===== config.mk =====
export PLATFORM = sky130hd
export DESIGN_NAME = dram_delay_ctrl
export DESIGN_NICKNAME = d
export VERILOG_FILES = /design/src/rtl/dram_delay_ctrl.sv
export SDC_FILE = /design/constraint.sdc
export NUM_CORES = 1
export LEC_CHECK = 0
export ABC_AREA = 1
export BUFFER_PORTS_ARGS = -buffer_cell sky130_fd_sc_hd__buf_2
export CAP_MARGIN = 10
export CORE_MARGIN = 10
export CORE_UTILIZATION = 28
export DETAILED_ROUTE_END_ITERATION = 16
export SETUP_SLACK_MARGIN = 0.15
export SYNTH_ARGS = -nofsm -noshare
export SYNTH_HDL_FRONTEND = slang
export SYNTH_SLANG_ARGS = --single-unit

===== constraint.sdc =====
create_clock -name clk -period 3.4 [get_ports clk]
set_clock_uncertainty 0.05 [all_clocks]
set_input_delay 0.68 -clock clk [delete_from_list [all_inputs] [get_ports clk]]
set_output_delay 0.68 -clock clk [all_outputs]
set_load 0.05 [all_outputs]

===== src/rtl/dram_delay_ctrl.sv =====
//------------------------------------------------------------------------------
// dram_delay_ctrl : programmable-length sample delay line over an external
//                   single-port distributed RAM, with RAM clear on (re)start.
// Revision: 1.0
//------------------------------------------------------------------------------
`default_nettype none

module dram_delay_ctrl #(
   parameter int ADDR_WIDTH = 5,
   parameter int DATA_WIDTH = 2
) (
   input  logic                  clk,
   input  logic                  rst,
   input  logic [ADDR_WIDTH-1:0] cfg_len,
   input  logic                  cfg_load,
   input  logic                  in_valid,
   input  logic [DATA_WIDTH-1:0] in_data,
   output logic                  in_ready,
   output logic                  out_valid,
   output logic [DATA_WIDTH-1:0] out_data,
   output logic                  busy,
   output logic [ADDR_WIDTH-1:0] ram_addr,
   output logic                  ram_we,
   output logic [DATA_WIDTH-1:0] ram_di,
   input  logic [DATA_WIDTH-1:0] ram_do
);

   localparam logic [ADDR_WIDTH:0] DEPTH = {1'b1, {ADDR_WIDTH{1'b0}}};

   typedef enum logic [0:0] {
      ST_CLEAR = 1'b0,
      ST_RUN   = 1'b1
   } state_t;

   state_t                  state_q;
   logic [ADDR_WIDTH-1:0]   clr_q;
   logic [ADDR_WIDTH:0]     wp_q,   wp_d;
   logic [ADDR_WIDTH:0]     fill_q, fill_d;
   logic [ADDR_WIDTH:0]     len_q,  len_d;
   logic                    out_valid_q;
   logic [DATA_WIDTH-1:0]   out_data_q;
   logic                    accept;
   logic                    full;
   logic [ADDR_WIDTH:0]     wp_inc;

   always_comb begin
      in_ready = (state_q == ST_RUN) && !cfg_load && !rst;
      accept   = in_valid && in_ready;
      full     = (fill_q == len_q);
      wp_inc   = wp_q + 1'b1;
      // Wrapping at L also covers L = D, since wp_inc can reach D in ADDR_WIDTH+1 bits.
      wp_d     = (wp_inc == len_q) ? '0 : wp_inc;
      fill_d   = full ? fill_q : fill_q + 1'b1;
      len_d    = (cfg_len == '0) ? DEPTH : {1'b0, cfg_len};

      busy     = (state_q == ST_CLEAR);
      if (state_q == ST_CLEAR) begin
         ram_addr = clr_q;
         ram_we   = 1'b1;
         ram_di   = '0;
      end else begin
         ram_addr = wp_q[ADDR_WIDTH-1:0];
         ram_we   = accept;
         ram_di   = in_data;
      end
   end

   always_ff @(posedge clk) begin
      if (rst) begin
         state_q     <= ST_CLEAR;
         clr_q       <= '0;
         wp_q        <= '0;
         fill_q      <= '0;
         len_q       <= DEPTH;
         out_valid_q <= 1'b0;
         out_data_q  <= '0;
      end else if (cfg_load) begin
         state_q     <= ST_CLEAR;
         clr_q       <= '0;
         wp_q        <= '0;
         fill_q      <= '0;
         len_q       <= len_d;
         out_valid_q <= 1'b0;
      end else begin
         case (state_q)
            ST_CLEAR: begin
               out_valid_q <= 1'b0;
               if (clr_q == '1) begin
                  clr_q   <= '0;
                  state_q <= ST_RUN;
               end else begin
                  clr_q <= clr_q + 1'b1;
               end
            end
            ST_RUN: begin
               out_valid_q <= accept && full;
               if (accept) begin
                  // RAM read is asynchronous: ram_do still holds the old sample at wp.
                  out_data_q <= ram_do;
                  wp_q       <= wp_d;
                  fill_q     <= fill_d;
               end
            end
            default: state_q <= ST_CLEAR;
         endcase
      end
   end

   assign out_valid = out_valid_q;
   assign out_data  = out_data_q;

endmodule

`default_nettype wire

==> summary.md, run 1 <==
| Metric | Value |
|---|---|
| Final setup fails | `0` |
| IO buf count | `25` |
| Final Net Count | `around 260` |
| WS Path Type | `in2out` |
| CTS tree | `done` |
| CP Cell Sequence | `buf_2 > nor2_4 > inv_2 > nor2_4 > inv_2 > nor2_8 > inv_2 > nand2_1 > buf_2` |
| Final ANT Viol Nets | `0` |
| Core ar. | `5110 sq um` |
| Yosys reg bits | `27` |
| Worst VDD drop | `around 290 uV` |
| Crit path top cell by count | `inv_2` |
| Hold Path Class | `reg2reg` |
| Initial core utilization | `between 20 and 30%` |
| Setup Buffers After CTS | `0` |
| Distinct cell type count after synthesis | `27` |
| Global-route wire length before repair | `a little over 6000 microns` |
| Hold Buf Count CTS | `0` |
| Die area | `~8600 sq um` |
| Asr flop ratio synth | `0%` |
| Antenna violations before repair | `0` |
| Post-Syn Area per Cell | `between 6 and 7 sq um` |
| Crit-path slowest cell | `buf_2` |
| Synth cell count leaders | `59 x nand2_1, 27 x dfxtp_1, 20 x inv_1, 20 x nand3_1, 20 x nor2_1` |
| Most common cell in the netlist | `nand2_1` |
| DR vias | `roughly 1,400` |
| Diode count | `0` |
| Critical path launch point type | `input pin` |
| Die X | `92.6 microns` |
| Placed Cells | `between 300 and 400` |
| Routed vias/inst | `between 4 and 5` |
| Mapped Area | `approximately 1500 sq um` |
| DRC violations left | `0` |
| Clock Sinks | `27` |
| Synth Flop Type | `dfxtp_1` |
| Peak Freq | `~360 MHz` |
| GRT Residual Overflow | `0` |
| Share of the synthesized area in the top cell type | `a little under two fifths` |
| CP Buf/Inv Count | `5` |
| EDFF count, synth | `0` |
| Period Utilization, post-route | `between 80% and 90%` |
| Largest net degree at the start of global routing | `16` |
| Share of cells above drive strength 1 | `15.9%` |
| Initial DRC count | `79` |
| CTS Buf Count | `3` |
| Ys Warns | `0` |
| Synth Instances | `214` |
| Routability cong. | `roughly 0.90` |
| Leak | `0.748 nW` |
| HP Start | `out_data[1]` |
| Tot GR Track Use | `8.60%` |
| RSZ-0062 raised after global routing | `false` |
| Top Ports | `26` |
| Max H-tree Level | `1` |
| Worst-margin pin slew | `~430 ps` |
| Post-CTS Resized | `0` |
| Number of global-route vias before repair | `1,336` |
| Yosys top cell by area | `dfxtp_1` |
| Layout fillers | `574` |
| R2R Path Start | `wp_q[0]` |
| Crit path max-delay family | `buffers and inverters` |
| Die Y | `92.6 microns` |
| Max Slew Vio Count | `0` |
| Worst path required time | `approximately 2700 ps` |
| Area contributors post-synth | `dfxtp_1 37%, nand2_1 15%, nand3_1 6.8%` |
| Synthesis-to-finish area growth | `15.8%` |
| Final Hold Vio Count | `0` |
| Reg clk slew, reported paths | `~80 ps` |
| Syn nets | `around 230` |
| HPWL Detailed | `2800 microns` |
| Worst skew pair latency | `roughly 270 ps` |
| Fin cells | `roughly 310` |
| Critical path's largest stage delay | `approximately 270 ps` |
| Crit end category | `output port` |
| Clk root buf | `clkbuf_8` |
| Row count | `26` |
| Outcome | `finished clean` |
| Crit path launch | `rst` |
| Fin crit period | `~2800 ps` |
| Drt wl/cell | `11.2 microns` |
| PD cells | `between 300 and 400 nW/um^2` |
| Maxcap violations | `0` |
| WL final | `roughly 3500 microns` |
| Register area share after synthesis | `between 30 and 40%` |
| Initial DRT Pass Iterations | `4` |
| Slew Limit Headroom | `71.5%` |
| Crit path DAT | `2020 ps` |
| Setup tns final | `0 ps` |
| CP max FO | `11` |
| Tot Pwr | `~0.55 mW` |
| Buffer depth of the longest clock path | `2` |
==> power breakdown <==
part	internal (mW)	switching [mW]	leakage, nW
Combinational	0.0175	0.0299	0.503
Clock	0.0820	0.0956	0.0255
Sequential	0.322	0.00591	0.219
==> tightest hold or removal path: stages (launching register included) <==
cell	delay, ps
dfxtp_1	320
nand2_1	60
a21oi_1	50
==> metrics by stage <==
| stage | worst slack [ps] | cell area [sq um] | hold slack [ps] | util, % |
|---|---|---|---|---|
| floorplan | 733 | 1470 | 413 | - |
| global placement | 685 | 1660 | 443 | 32.5 |
| detailed placement | 646 | 1660 | 423 | 32.5 |
| CTS | 642 | 1710 | 437 | 33.4 |
| global route | 512 | 1710 | 466 | 33.4 |
| finish | 647 | 1710 | 428 | 33.4 |
==> logic make-up (layout without fill, tap and decap cells) <==
| kind of cell | count (synthesis) | after routing | share of synthesized area, % |
|---|---|---|---|
| and+or+nand+nor | 113 | 113 | 34.5 |
| AOI/OAI and AO/OA | 31 | 31 | 11.4 |
| DFF | 27 | 27 | 36.7 |
| xor gates and xnor gates | 9 | 9 | 5.35 |
| adders and majority gates | 4 | 4 | 3.40 |
| buffers and inverters | 30 | 55 | 8.74 |
==> flip-flops by register name (all words and copies together) (netlist names) <==
| name | count |
|---|---|
| fill_q | 6 |
| len_q | 6 |
| wp_q | 6 |
| clr_q | 5 |
| out_data | 2 |
| out_valid | 1 |
| state_q | 1 |
==> path summary, 6_finish.rpt <==
kind / to / slack, ps / depth (start not counted)
hold / removal: out_data[1] / 430 / 2
hold reg to reg: out_data[1] / 430 / 2
setup reg to reg: wp_q[5] / 1640 / 10
setup / recovery: ram_we / 650 / 9
==> layout by cell type (no fill, tap or decap), types with 5 or more instances in the layout <==
master / n
nand2_1: 59
dfxtp_1: 27
buf_2: 25
inv_1: 20
nand3_1: 20
nor2_1: 20
a21oi_1: 14
o21ai_0: 10
xor2_1: 8
nor3_1: 5
==> per-layer routing <==
layer | global-route usage [%] | vias up | part of all wire (%)
met3 | 3.47 | 6 | 8.4
met1 | 10.9 | 589 | 48
met2 | 13.2 | 36 | 42
met4 | 2.44 | 0 | 2.0
li1 | - | 741 | -
met5 | 0 | - | 0
==> area by class of cell <==
class	instances	area [sq um]	area share (%)
repair buffers	25	125	7.33
well taps	70	87.6	5.13
multi-input cells	157	805	47.1
inverters	26	103	6.01
flip-flops and latches	27	541	31.7
clock buffers	3	41.3	2.42
clock inverters	1	5.00	0.293
Note: power is estimated with default switching activity, not from simulation.
==> run 2: changes to the inputs <==
==> constraint.sdc (replaced) <==
create_clock -name clk -period 2.22 [get_ports clk]
set_clock_uncertainty 0.05 [all_clocks]
set_input_delay 0.444 -clock clk [delete_from_list [all_inputs] [get_ports clk]]
set_output_delay 0.444 -clock clk [all_outputs]
set_load 0.05 [all_outputs]
==> run 2 against run 1 <==
Net effect: register-to-register slack got worse by 1100 ps; critical endpoint unchanged; non-clock buffer count increased by 4; highest routed layer unchanged; routed wire length decreased by 0.55%; global-route usage decreased by 0.12 points; flip-flop and latch count unchanged; worst setup slack got worse by 330 ps; largest power group unchanged; critical path type unchanged.
==> summary.md, run 2 (synthesis results as in run 1) <==
| Metric | Value |
|---|---|
| Net switching power figure | `0.199 mW (was 0.131 mW)` |
| Combinational fraction of design power | `8.8% (was 8.6%)` |
| Crit end category | `output port (unchanged)` |
| Period Utilization, post-route | `between 80% and 90%` |
| Maxcap violations | `0 (unchanged)` |
| Antenna violations before repair | `0 (unchanged)` |
| Row count | `26 (unchanged)` |
| Number of global-route vias before repair | `1,376 (was 1,336)` |
| Biggest regs | `fill_q x6, len_q x6, wp_q x6 (unchanged)` |
| CTS tree | `done (unchanged)` |
| Worst VDD drop | `282 uV (was 285 uV)` |
| Initial DRC count | `134 (was 79)` |
| Layout fillers | `570 (was 574)` |
| Clock Sinks | `27 (unchanged)` |
| Crit path max-delay family | `buffers and inverters (unchanged)` |
| Worst path required time | `1730 ps (was 2670 ps)` |
| IO buf count | `25 (unchanged)` |
| Critical path launch point type | `input pin (unchanged)` |
| Crit path DAT | `1410 ps (was 2020 ps)` |
| Final Hold Vio Count | `0 (unchanged)` |
| Synthesis-to-finish area growth | `17.9% (was 15.8%)` |
| Global-route wire length before repair | `6110 microns (was 6170 microns)` |
| CP Cell Sequence | `buf_2 > nor2_4 > inv_2 > nor2_4 > inv_2 > nor2_8 > inv_2 > nand2_2 > buf_2 (was buf_2 > nor2_4 > inv_2 > nor2_4 > inv_2 > nor2_8 > inv_2 > nand2_1 > buf_2)` |
| DR vias | `1,357 (was 1,372)` |
| Die area | `8570 sq um (unchanged)` |
| Peak Freq | `roughly 530 MHz` |
| Crit-path slowest cell | `buf_2 (unchanged)` |
| CP max FO | `9 (was 11)` |
| RSZ-0062 raised after global routing | `false (unchanged)` |
| Outcome | `finished clean (unchanged)` |
| CP Buf/Inv Count | `5 (unchanged)` |
| Clock Power Share | `32.1% (about the same)` |
| GRT Residual Overflow | `0 (unchanged)` |
| Post-CTS Resized | `0 (unchanged)` |
| CTS Buf Count | `3 (unchanged)` |
| Hold Path Class | `in2reg (was reg2reg)` |
| Layout Utilization | `34.0% (was 33.4%)` |
| Core ar. | `5110 sq um (unchanged)` |
| Drt wl/cell | `11.0 microns (was 11.2 microns)` |
| Final Net Count | `261 (was 257)` |
| Sequential fraction of design power | `59.2% (was 59.3%)` |
| Tot GR Track Use | `8.48% (was 8.60%)` |
| Fin crit period | `around 1900 ps` |
| Worst skew pair latency | `270 ps (about the same)` |
| Largest net degree at the start of global routing | `15 (was 16)` |
| Clk root buf | `clkbuf_8 (unchanged)` |
| Reg clk slew, reported paths | `80 ps (about the same)` |
| Critical path's largest stage delay | `260 ps (was 270 ps)` |
| Final ANT Viol Nets | `0 (unchanged)` |
| Slew Limit Headroom | `81.4% (was 71.5%)` |
| Die Y | `92.6 microns (unchanged)` |
| Die X | `92.6 microns (unchanged)` |
| P_int | `0.651 mW (was 0.422 mW)` |
| Commonest non-fill, non-tap cell in the layout | `nand2_1 (unchanged)` |
| Top Ports | `26 (unchanged)` |
| Sw Share | `23.4% (was 23.8%)` |
| Initial DRT Pass Iterations | `4 (unchanged)` |
| Routed vias/inst | `4.34 (was 4.44)` |
| Max H-tree Level | `1 (unchanged)` |
| Routability cong. | `0.834 (was 0.898)` |
| Hold slack | `378 ps (was 428 ps)` |
| WL final | `3450 microns (was 3470 microns)` |
| Setup tns final | `0 ps (unchanged)` |
| HPWL Detailed | `2760 microns (was 2800 microns)` |
| Most frequent cells in the layout | `58 x nand2_1, 27 x dfxtp_1, 25 x buf_2 (was 59 x nand2_1, 27 x dfxtp_1, 25 x buf_2)` |
| Final setup fails | `0 (unchanged)` |
| Crit path top cell by count | `inv_2 (unchanged)` |
| Setup Buffers After CTS | `0 (unchanged)` |
| Hold Buf Count CTS | `0 (unchanged)` |
| PD cells | `489 nW/um^2 (was 324 nW/um^2)` |
| WS Path Type | `in2out (unchanged)` |
| Worst-margin pin slew | `278 ps (was 427 ps)` |
| Max Slew Vio Count | `0 (unchanged)` |
| DRC violations left | `0 (unchanged)` |
| Initial core utilization | `28.9% (unchanged)` |
| Leak | `0.766 nW (was 0.748 nW)` |
| Post-route cell area | `1740 sq um (was 1710 sq um)` |
| Share of cells above drive strength 1 | `17.3% (was 15.9%)` |
| Cell Area, Placed | `1690 sq um (was 1660 sq um)` |
| Buffer depth of the longest clock path | `2 (unchanged)` |
| Diode count | `0 (unchanged)` |
[run 2: cell count changes in the layout (fill, tap and decap cells not counted), sizes merged]
cell / delta
clkbuf: +1
clkinv: -1
buf: +4
[run 2: layout make-up]
class / count / area, sq um / share of cell area [%]
multi-input cells: 157 / 807 / 46.4
well taps: 70 / 87.6 / 5.04
inverters: 26 / 103 / 5.90
flip-flops and latches: 27 / 541 / 31.1
clock buffers: 4 / 45.0 / 2.59
repair buffers: 29 / 155 / 8.93
[run 2: stage by stage]
stage | power, mW | std cells | setup WS, ps
floorplan | 0.562 | 214 | 75.6
global placement | 0.589 | 309 | 315
detailed placement | 0.589 | 309 | 303
CTS | 0.869 | 313 | 302
global route | 0.898 | 313 | 236
finish | 0.849 | 313 | 317
[run 2: power groups by stage]
stage	combinational [mW]	clock [mW]	sequential, mW
after detailed placement	0.0746	0	0.514
final	0.0746	0.272	0.502
after global routing	0.0852	0.309	0.504
after floorplan	0.0514	0	0.511
after CTS	0.0752	0.291	0.503
after global placement	0.0748	0	0.514
[run 2: worst register-to-register path, delay by kind of cell (launching register included)]
family | cells | cell delay [ps]
AND/OR/NAND/NOR | 8 | 740
adder cells (fa/ha/maj) | 1 | 270
flip-flops | 1 | 460
AO/OA/AOI/OAI | 1 | 80
[run 2: routing by layer]
metal	vias to the layer above	GRT usage (%)	part of all wire, %
li1	750	-	-
met1	571	10.7	50
met2	30	13.6	43
met3	6	2.74	6.0
met4	0	2.19	1.2
met5	-	0	0
[run 2: path summary, 6_finish.rpt]
check                end  slack [ps]  cells after the start   startpoint
max reg2reg      wp_q[5]         530                     10      wp_q[0]
min          out_data[1]         380                      3    ram_do[1]
max               ram_we         320                      9          rst
min reg2reg  out_data[1]         410                      2  out_data[1]
